[src/rtl/argmax_layer_pkg.sv]
// Shared types for the argmax classification head.
// Optional feature macro: ARGMAX_MARGIN_EN (best-minus-second margin output).
package argmax_layer_pkg;

   localparam int unsigned WORD_SIZE_DEF = 16;

   typedef enum logic [1:0] {
      IDLE,
      SCAN,
      DONE
   } argmax_state_t;

   typedef logic signed [WORD_SIZE_DEF-1:0] word_t;

   // Class index width, never narrower than one bit.
   function automatic int unsigned clog2_min1(input int unsigned n);
      return (n <= 1) ? 1 : $clog2(n);
   endfunction

endpackage

[src/rtl/argmax_compare_unit.sv]
// Single-element compare/update step shared by every position of the scan.
// Optional feature macro: ARGMAX_MARGIN_EN (tracks second-best value).
module argmax_compare_unit
   import argmax_layer_pkg::*;
#(
   parameter int unsigned WORD_SIZE  = WORD_SIZE_DEF,
   parameter int unsigned CLASS_BITS = 4
) (
   input  logic signed [WORD_SIZE-1:0]  best_i,
   input  logic        [CLASS_BITS-1:0] best_idx_i,
`ifdef ARGMAX_MARGIN_EN
   input  logic signed [WORD_SIZE-1:0]  second_i,
   output logic signed [WORD_SIZE-1:0]  second_c_o,
`endif
   input  logic signed [WORD_SIZE-1:0]  elem_i,
   input  logic        [CLASS_BITS-1:0] idx_i,
   output logic signed [WORD_SIZE-1:0]  best_c_o,
   output logic        [CLASS_BITS-1:0] best_idx_c_o
);

   // Strict signed compare so ties keep the earlier (lower) index.
   always_comb begin
      best_c_o     = best_i;
      best_idx_c_o = best_idx_i;
`ifdef ARGMAX_MARGIN_EN
      second_c_o   = second_i;
`endif
      if (elem_i > best_i) begin
         best_c_o     = elem_i;
         best_idx_c_o = idx_i;
`ifdef ARGMAX_MARGIN_EN
         second_c_o   = best_i;
      end else if (elem_i > second_i) begin
         second_c_o   = elem_i;
`endif
      end
   end

endmodule

[src/rtl/argmax_layer.sv]
// Sequential argmax over a captured logit vector, one element per cycle.
// Optional feature macro: ARGMAX_MARGIN_EN (adds margin_o = best - second, saturated).
module argmax_layer
   import argmax_layer_pkg::*;
#(
   parameter int unsigned WORD_SIZE   = WORD_SIZE_DEF,
   parameter int unsigned OUTPUT_SIZE = 10,
   parameter int unsigned CLASS_BITS  = clog2_min1(OUTPUT_SIZE)
) (
   input  logic                             clk_i,
   input  logic                             reset_i,
   input  logic [OUTPUT_SIZE*WORD_SIZE-1:0] data_i,
   input  logic                             valid_i,
   output logic                             yumi_o,
   output logic [CLASS_BITS-1:0]            class_o,
   output logic [WORD_SIZE-1:0]             score_o,
`ifdef ARGMAX_MARGIN_EN
   output logic [WORD_SIZE-1:0]             margin_o,
`endif
   output logic                             valid_o,
   input  logic                             ready_i
);

   localparam int unsigned VEC_W = OUTPUT_SIZE * WORD_SIZE;

   argmax_state_t                state_q, state_d;
   logic [CLASS_BITS-1:0]        idx_q, idx_d;
   logic [VEC_W-1:0]             vec_q, vec_d;
   logic signed [WORD_SIZE-1:0]  best_q, best_d;
   logic [CLASS_BITS-1:0]        best_idx_q, best_idx_d;
   logic [CLASS_BITS-1:0]        class_q, class_d;
   logic [WORD_SIZE-1:0]         score_q, score_d;
   logic                         valid_q, valid_d;
   logic                         yumi_c;
   logic                         capture_c;
   logic signed [WORD_SIZE-1:0]  elem_c;
   logic signed [WORD_SIZE-1:0]  cmp_best_c;
   logic [CLASS_BITS-1:0]        cmp_idx_c;

`ifdef ARGMAX_MARGIN_EN
   localparam logic signed [WORD_SIZE-1:0] WORD_MIN  = {1'b1, {(WORD_SIZE-1){1'b0}}};
   localparam logic signed [WORD_SIZE-1:0] WORD_MAX  = {1'b0, {(WORD_SIZE-1){1'b1}}};
   localparam logic signed [WORD_SIZE:0]   WIDE_MAX  = {2'b00, {(WORD_SIZE-1){1'b1}}};

   logic signed [WORD_SIZE-1:0]  second_q, second_d;
   logic [WORD_SIZE-1:0]         margin_q, margin_d;
   logic signed [WORD_SIZE-1:0]  cmp_second_c;
   logic signed [WORD_SIZE:0]    diff_c;
   logic [WORD_SIZE-1:0]         margin_sat_c;

   // Margin of the final scan step, widened by one bit then clamped.
   always_comb begin
      diff_c       = {cmp_best_c[WORD_SIZE-1], cmp_best_c} - {cmp_second_c[WORD_SIZE-1], cmp_second_c};
      margin_sat_c = diff_c[WORD_SIZE-1:0];
      if (diff_c > WIDE_MAX) begin
         margin_sat_c = WORD_MAX;
      end
   end
`endif

   // Element currently under inspection from the captured vector.
   assign elem_c = vec_q[int'(idx_q)*WORD_SIZE +: WORD_SIZE];

   argmax_compare_unit #(
      .WORD_SIZE  (WORD_SIZE),
      .CLASS_BITS (CLASS_BITS)
   ) u_cmp (
      .best_i       (best_q),
      .best_idx_i   (best_idx_q),
`ifdef ARGMAX_MARGIN_EN
      .second_i     (second_q),
      .second_c_o   (cmp_second_c),
`endif
      .elem_i       (elem_c),
      .idx_i        (idx_q),
      .best_c_o     (cmp_best_c),
      .best_idx_c_o (cmp_idx_c)
   );

   // Next-state and datapath control; capture can happen from IDLE or DONE.
   always_comb begin
      state_d    = state_q;
      idx_d      = idx_q;
      vec_d      = vec_q;
      best_d     = best_q;
      best_idx_d = best_idx_q;
      class_d    = class_q;
      score_d    = score_q;
      valid_d    = valid_q;
      yumi_c     = 1'b0;
      capture_c  = 1'b0;
`ifdef ARGMAX_MARGIN_EN
      second_d   = second_q;
      margin_d   = margin_q;
`endif
      case (state_q)
         IDLE: begin
            yumi_c    = valid_i;
            capture_c = valid_i;
         end
         SCAN: begin
            idx_d      = idx_q + CLASS_BITS'(1);
            best_d     = cmp_best_c;
            best_idx_d = cmp_idx_c;
`ifdef ARGMAX_MARGIN_EN
            second_d   = cmp_second_c;
`endif
            if (idx_q == CLASS_BITS'(OUTPUT_SIZE - 1)) begin
               state_d = DONE;
               valid_d = 1'b1;
               class_d = cmp_idx_c;
               score_d = cmp_best_c;
`ifdef ARGMAX_MARGIN_EN
               margin_d = margin_sat_c;
`endif
            end
         end
         DONE: begin
            if (ready_i) begin
               if (valid_i) begin
                  yumi_c    = 1'b1;
                  capture_c = 1'b1;
               end else begin
                  state_d = IDLE;
                  valid_d = 1'b0;
               end
            end
         end
         default: begin
            state_d = IDLE;
            valid_d = 1'b0;
         end
      endcase

      if (capture_c) begin
         vec_d      = data_i;
         best_d     = data_i[WORD_SIZE-1:0];
         best_idx_d = '0;
         idx_d      = CLASS_BITS'(1);
`ifdef ARGMAX_MARGIN_EN
         second_d   = WORD_MIN;
`endif
         if (OUTPUT_SIZE == 1) begin
            state_d = DONE;
            valid_d = 1'b1;
            class_d = '0;
            score_d = data_i[WORD_SIZE-1:0];
`ifdef ARGMAX_MARGIN_EN
            margin_d = WORD_MAX;
`endif
         end else begin
            state_d = SCAN;
            valid_d = 1'b0;
         end
      end
   end

   // State and datapath registers.
   always_ff @(posedge clk_i or negedge reset_i) begin
      if (!reset_i) begin
         state_q    <= IDLE;
         idx_q      <= '0;
         vec_q      <= '0;
         best_q     <= '0;
         best_idx_q <= '0;
         class_q    <= '0;
         score_q    <= '0;
         valid_q    <= 1'b0;
`ifdef ARGMAX_MARGIN_EN
         second_q   <= '0;
         margin_q   <= '0;
`endif
      end else begin
         state_q    <= state_d;
         idx_q      <= idx_d;
         vec_q      <= vec_d;
         best_q     <= best_d;
         best_idx_q <= best_idx_d;
         class_q    <= class_d;
         score_q    <= score_d;
         valid_q    <= valid_d;
`ifdef ARGMAX_MARGIN_EN
         second_q   <= second_d;
         margin_q   <= margin_d;
`endif
      end
   end

   assign yumi_o  = reset_i & yumi_c;
   assign class_o = class_q;
   assign score_o = score_q;
   assign valid_o = valid_q;
`ifdef ARGMAX_MARGIN_EN
   assign margin_o = margin_q;
`endif

endmodule

[config.mk]
export PLATFORM = sky130hd
export DESIGN_NAME = argmax_layer
export DESIGN_NICKNAME = d
export VERILOG_FILES = /design/src/rtl/argmax_layer_pkg.sv /design/src/rtl/argmax_compare_unit.sv /design/src/rtl/argmax_layer.sv
export SDC_FILE = /design/constraint.sdc
export NUM_CORES = 1
export LEC_CHECK = 0
export ABC_CLOCK_PERIOD_IN_PS = 4110
export BUFFER_PORTS_ARGS = -buffer_cell sky130_fd_sc_hd__buf_2
export CORE_ASPECT_RATIO = 1.5
export CORE_MARGIN = 3
export CORE_UTILIZATION = 50
export CTS_CLUSTER_SIZE = 16
export DETAILED_ROUTE_END_ITERATION = 10
export GPL_TIMING_DRIVEN = 0
export PLACE_DENSITY = 0.85
export RECOVER_POWER = 100
export REMOVE_ABC_BUFFERS = 1
export SYNTH_ARGS = -nofsm -noshare
export SYNTH_HDL_FRONTEND = slang
export SYNTH_SLANG_ARGS = --single-unit
[constraint.sdc]
create_clock -name clk_i -period 4.11 [get_ports clk_i]
set_clock_uncertainty 0.2 [all_clocks]
set_input_delay 0.2055 -clock clk_i [delete_from_list [all_inputs] [get_ports clk_i]]
set_output_delay 0.2055 -clock clk_i [all_outputs]
set_load 0.005 [all_outputs]
==> flow_summary.yaml, run 1 <==
floorplanning:
  die_w_um: 118.5
  core_area_um2: 18620
  start_util: 0.5101
  num_io_pins: 186
  dieHeight_um: 174.8
  die-area_um2: 20720
  row_count: 61
status:
  status: "complete, but fails checks"
  failed_checks: "capacitance limit, slew limit, setup timing"
sta:
  worstMarginPinSlew_ns: 2.046
  post-route-period-util: 1.002
  finalHoldViolations: 0
  rsz0062_at_grt: "true"
  finalSetupTns_ns: -0.01027
  timing.fmax_mhz: 242.9
  fin_crit_ns: 4.116
  drv_slew: 83
  fin_ws_ns: -0.006265
  relSlewSlack: -0.3643
  setup_viol: 3
synthesis:
  synth.area.top_cells: "dfrtp_1 54%, nand2_1 19%, mux4_2 7.6%, o21ai_0 2.9%, ha_1 2.4%"
  synthCells: 1008
  synthSimpleGateAreaFrac: 0.2214
  synthXorXnorAreaFrac: 0.001844
  syn_avg_cell_area_um2: 9.424
  yosysWarnings: 0
  synthArstFlopShare: 1.000
  synth_adder_area_share: 0.02371
  yosysTopAreaCell: "dfrtp_1"
  synth_compound_area_frac: 0.08548
  synth_edf_count: 0
  ys_seq_elements: 206
  synth_ff_type: "dfrtp_1"
  syn_area_um2: 9499
  netlist.area_leader.share: 0.5427
  synth_cell_type_count: 36
  ys_seq_area_frac: 0.5427
  synth_top_family_by_area: "simple AND/OR/NAND/NOR gates"
  muxShareOfSynthArea: 0.09273
min_path:
  hold_path_class: "input pin to register"
setup_path:
  crit_start: "idx_q[0]$_DFFE_PN0P_"
  start_kind: "register"
  r2r_slack_ns: -0.006
  r2r.worst_path.cells: 14
  crit_arrival_ns: 4.30
  worstSetupEndpointType: "register"
  r2r_start: "idx_q[0]$_DFFE_PN0P_"
  critPathKind: "register to register"
  required_ns: 4.29
  cp_max_fo: 8
  r2r-end: "best_q[5]$_DFFE_PN0P_"
  crit_end: "best_q[5]$_DFFE_PN0P_"
drt:
  wl_mm: 32.35
  firstDrtPassIters: 5
  drt_iter0_drc: 802
  wire_per_inst_um: 19.62
  vias: 9234
  ant_nets: 0
  route.detailed.drc: 0
  vias_per_cell: 5.600
placement:
  gp_congestion: 0.7779
  dpl_cell_area_um2: 10830
  dp_cells: 1400
  hpwlAfterDp_mm: 16.02
  port_buffers: 185
clock_tree:
  h-tree-depth: 1
  cts_sinks: 206
  clkTransAtPathRegs_ns: 0.06
  cts_made_buffers: 22
  clock_latency_ns: 0.50
  cts_root_buf: "clkbuf_16"
  clock_path_buffers: 3
  cts_tree: "yes"
global_routing:
  grt_first_pass_wirelength_mm: 51.00
  antenna_found_initial: 5
  grt_max_degree: 127
  track_usage: 0.3103
  grt_pass1_vias: 9917
  grt_overflow: 0
final_layout:
  syn_to_final_growth_pct: 45.77
  drive_gt1_frac: 0.2385
  layout_commonest_cell: "nand2_1"
  layout_common_cells: "469 x nand2_1, 204 x dfrtp_1, 167 x buf_2"
  stdcell_count: 1649
  final_nets: 1558
  fin_area_um2: 13850
flow_run:
  max_cap_viol_count: 1
power:
  pwr_density_cell_nw_per_um2: 888.9
  ir_drop_uv: 851.9
  p_leak_nw: 7.032
final cells by class:
| type | instances | area [µm²] |
|---|---|---|
| Fill cell | 1158 | 4776 |
| Timing Repair Buffer | 401 | 3246 |
| Sequential cell | 206 | 5162 |
| Antenna cell | 5 | 12.51 |
| Clock inverter | 7 | 87.58 |
| Inverter | 18 | 67.56 |
| Tap cell | 252 | 315.3 |
| Multi-Input combinational cell | 727 | 4283 |
| Clock buffer | 33 | 673.1 |
kinds of logic (layout without fill, tap and decap cells):
kind of cell,count (synthesis),after routing
and+or+nand+nor,534,536
buffers and inverters,78,459
muxes,48,48
xor gates and xnor gates,2,2
AOI/OAI and AO/OA,122,123
other,0,5
DFF,206,206
adders and majority gates,18,18
sequential cells by signal (all words and copies together) (netlist names):
register	cells
vec_q	160
valid_o	1
score_o	16
class_o	4
best_q	16
idx_q	4
best_idx_q	4
state_q	1
power by group:
| group | leakage [nW] | switching [mW] | internal (mW) |
|---|---|---|---|
| combinational | 4.09 | 3.65 | 2.98 |
| clock | 0.375 | 0.801 | 1.26 |
| sequential | 2.56 | 0.619 | 3.00 |
| total | 7.03 | 5.07 | 7.24 |
cells in the mapped netlist (all sizes together), types with 2 or more instances:
cell	count
xor2	2
a221o	15
nor2	27
nand3	2
a21boi	2
nor3	2
dfrtp	206
mux2i	16
o21ai	55
a21o	18
nor2b	4
a22oi	16
clkbuf	47
and2	17
a21oi	11
nand2	471
inv	18
nand4	3
nand2b	2
ha	18
buf	13
nor4	2
mux4	32
routing by layer:
layer,track usage,wire (µm),vias up
li1,-,-,4064
met1,0.3562,11400,4559
met2,0.5590,17100,479
met3,0.04437,2029,132
met4,0.1619,1812,0
met5,0,0,-
worst max-delay path, cell delays in order (launching register included):
cell,delay (ns)
dfrtp_4,0.54
buf_16,0.18
buf_12,0.14
buf_8,0.12
mux4_2,0.42
a22oi_2,0.18
o21ai_2,0.10
ha_1,0.32
nor2b_1,0.13
o211ai_1,0.28
a21boi_4,0.10
or4_4,0.56
a21oi_4,0.26
nor2_4,0.13
a221o_1,0.34
through the flow:
| stage | hold slack (ns) | util | setup WS (ns) | total power [mW] |
|---|---|---|---|---|
| final | 0.09834 | 0.7436 | -0.006265 | 12.31 |
| after global routing | 0.1042 | 0.7436 | -0.1453 | 13.02 |
| after CTS | 0.04837 | 0.7330 | -0.04507 | 11.47 |
| after detailed placement | 0.1703 | 0.5815 | -1.282 | 8.310 |
| after global placement | 0.1953 | 0.5640 | -3.440 | 8.108 |
| after floorplan | -0.2901 | - | -1.727 | 6.743 |
timing repair:
| action | CTS | global route |
|---|---|---|
| buffers inserted | 23 | 15 |
| pin swaps | 15 | 28 |
| hold buffers | 162 | 0 |
| endpoints found under the setup margin | 40 | 39 |
| cloned | 4 | 1 |
| gates resized for setup | 43 | 45 |
| hold endpoints to repair | 301 | 0 |
worst min-delay path by stage:
stage,startpoint,endpoint,slack [ns],depth (start not counted)
finish,valid_i,state_q[0]$_DFFE_PN0P_,0.1,3
global route,valid_i,state_q[0]$_DFFE_PN0P_,0.10,3
CTS,valid_i,state_q[0]$_DFFE_PN0P_,0.05,3
detailed placement,reset_i,vec_q[72]$_DFFE_PN0P_,0.17,1
global placement,data_i[97],vec_q[97]$_DFFE_PN0P_,0.20,3
floorplan,reset_i,best_idx_q[0]$_DFFE_PN0P_,-0.29,0
Power figures use the tool's default switching activity.
==> inputs of run 2 (changes only) <==
- CORE_UTILIZATION: 50 -> 52
- CTS_BUF_LIST: default -> sky130_fd_sc_hd__clkbuf_8
- PLACE_DENSITY: 0.85 -> 0.88
==> run 2 against run 1 <==
The run ends with capacitance limit, slew limit left. Sequential cell count did not move. Via count barely moved. Combinational power fell by 7.7%. Utilization rose by 1.5 points. Die area fell by 3.7%. Highest routed layer unchanged. Global-route usage rose by 0.71 points. Largest cell class unchanged. Routed wire length fell by 0.93%. Power fell by 7.2%.
==> flow_summary.yaml, run 2 (synthesized netlist as in run 1, its figures left out) <==
sta:
  worstMarginPinSlew_ns: 2.148
  fin_ws_ns: 0.008736
  post-route-period-util: 0.9979
  finalSetupTns_ns: 0
  fin_crit_ns: 4.101
  setup_viol: 0
  hold_ws_ns: 0.08138
  finalHoldViolations: 0
  rsz0062_at_grt: "true"
  timing.fmax_mhz: 243.8
  drv_slew: 85
  relSlewSlack: -0.4322
setup_path:
  critPathBufInv: 2
  required_ns: 4.37
  crit_chain: "buf_16 > buf_4 > mux4_2 > a22oi_2 > o21ai_2 > ha_1 > nand4_1 > nor2_1 > a2111o_1 > or4_4 > a21oi_4 > nor2_4 > a221o_1"
  crit_arrival_ns: 4.36
  crit_family: "compound AO/OA/AOI/OAI gates"
  crit_path_max_incr_delay_ns: 0.52
  critPathKind: "register to register"
  start_kind: "register"
  worstSetupEndpointType: "register"
  crit_slowest_cell: "dfrtp_4"
  cp_max_fo: 9
final_layout:
  layout_common_cells: "469 x nand2_1, 204 x dfrtp_1, 167 x buf_2"
  drive_gt1_frac: 0.2243
  layout_commonest_cell: "nand2_1"
  ff_latch_area_um2: 5162
  fill_cells: 1039
  final_nets: 1548
  multi_input_area_um2: 4202
  utilization: 0.7590
  max_flop_register: "vec_q"
  largest_reg_flops: 160
  syn_to_final_growth_pct: 40.98
global_routing:
  antenna_found_initial: 6
  gr-usage-met3: 0.05174
  grt_max_degree: 124
  track_usage: 0.3174
  use_met2: 0.5476
  grt_pass1_vias: 9688
  grt_overflow: 0
  use_met1: 0.3624
  grt_first_pass_wirelength_mm: 48.73
  busiest_layer: "met2"
drt:
  wl_mm: 32.05
  firstDrtPassIters: 8
  ant_nets: 0
  wire_per_inst_um: 19.91
  route.detailed.drc: 0
  vias: 9228
  vias_per_cell: 5.732
  drt_iter0_drc: 869
status:
  status: "complete, but fails checks"
  failed_checks: "capacitance limit, slew limit"
clock_tree:
  clock_path_buffers: 3
  clkTransAtPathRegs_ns: 0.06
  h-tree-depth: 1
  cts_tree: "yes"
  clock_latency_ns: 0.58
  cts_sinks: 206
  cts_root_buf: "clkbuf_8"
  cts_made_buffers: 31
power:
  switching_share: 0.4260
  clock_power_share: 0.150
  ir_drop_uv: 783.8
  pwr-share-comb: 0.535
  p_sw_mw: 4.868
  seqPwrFrac: 0.315
  p_int_mw: 6.560
  pwr_density_cell_nw_per_um2: 853.4
  p_leak_nw: 6.907
floorplanning:
  dieHeight_um: 171.5
  start_util: 0.5384
  row_count: 59
  num_io_pins: 186
  die_w_um: 116.4
  core_area_um2: 17640
  die-area_um2: 19960
placement:
  gp_congestion: 0.7758
  hpwlAfterDp_mm: 16.53
  place_ws_ns: -1.250
  port_buffers: 185
flow_run:
  max_cap_viol_count: 1
min_path:
  hold_path_class: "input pin to register"
## run 2: changes by cell type in the layout (fill, tap and decap cells not counted), sizes merged
cell / change
bufinv: -2
clkinvlp: +1
clkinv: -1
clkbuf: +8
buf: -21
and2: +1
bufbuf: +1
inv: +12
diode: +1
## run 2: tightest hold or removal path: cells and delay by family
| kind | cells | cell delay (ns) |
|---|---|---|
| and+or+nand+nor | 2 | 0.50 |
| buffers and inverters | 1 | 0.11 |
## run 2: final cells by class
class / count / area share
inverter: 18 / 0.005045
clock buffer: 41 / 0.04214
multi-input combinational: 728 / 0.3137
sequential: 206 / 0.3855
antenna: 6 / 0.001121
tap: 213 / 0.01990
clock inverter: 17 / 0.005606
timing repair buffer: 381 / 0.2269
## run 2: power by group through the flow
stage | clock (mW) | sequential (mW) | combinational, mW
floorplan | 0 | 3.53 | 3.21
global placement | 0 | 3.70 | 4.37
detailed placement | 0 | 3.65 | 4.66
CTS | 1.70 | 3.53 | 5.56
global route | 1.81 | 3.66 | 6.61
finish | 1.71 | 3.60 | 6.12
## run 2: final timing paths
path / start / to / slack [ns] / cells after the start
worst max register to register: idx_q[0]$_DFFE_PN0P_ / best_q[9]$_DFFE_PN0P_ / 0.009 / 13
worst min register to register: vec_q[88]$_DFFE_PN0P_ / vec_q[88]$_DFFE_PN0P_ / 0.27 / 2
worst max-delay path: idx_q[0]$_DFFE_PN0P_ / best_q[9]$_DFFE_PN0P_ / 0.009 / 13
max in group asynchronous: reset_i / idx_q[0]$_DFFE_PN0P_ / 1.55 / 2
min in group asynchronous: reset_i / vec_q[78]$_DFFE_PN0P_ / 0.58 / 2
worst min-delay path: valid_i / state_q[0]$_DFFE_PN0P_ / 0.08 / 3
## run 2: layer usage
metal,part of all wire,wire (µm)
met1,0.34,11040
met2,0.52,16680
met3,0.070,2232
met4,0.065,2094
met5,0,0
## run 2: per-stage QoR
stage,power [mW],cells,area [µm²]
after floorplan,6.743,948,9261
after detailed placement,8.312,1361,10770
final,11.43,1610,13390
after global placement,8.073,1346,10450
after CTS,10.79,1598,13310
after global routing,12.08,1610,13390
## run 2: repair_timing
item / in CTS / in global routing
setup buffers: 14 / 4
hold buffers: 162 / 0
cloned: 3 / 2
endpoints found under the hold margin: 261 / 0
resized for setup: 32 / 27
setup endpoints to repair: 40 / 39
pin swaps: 7 / 14
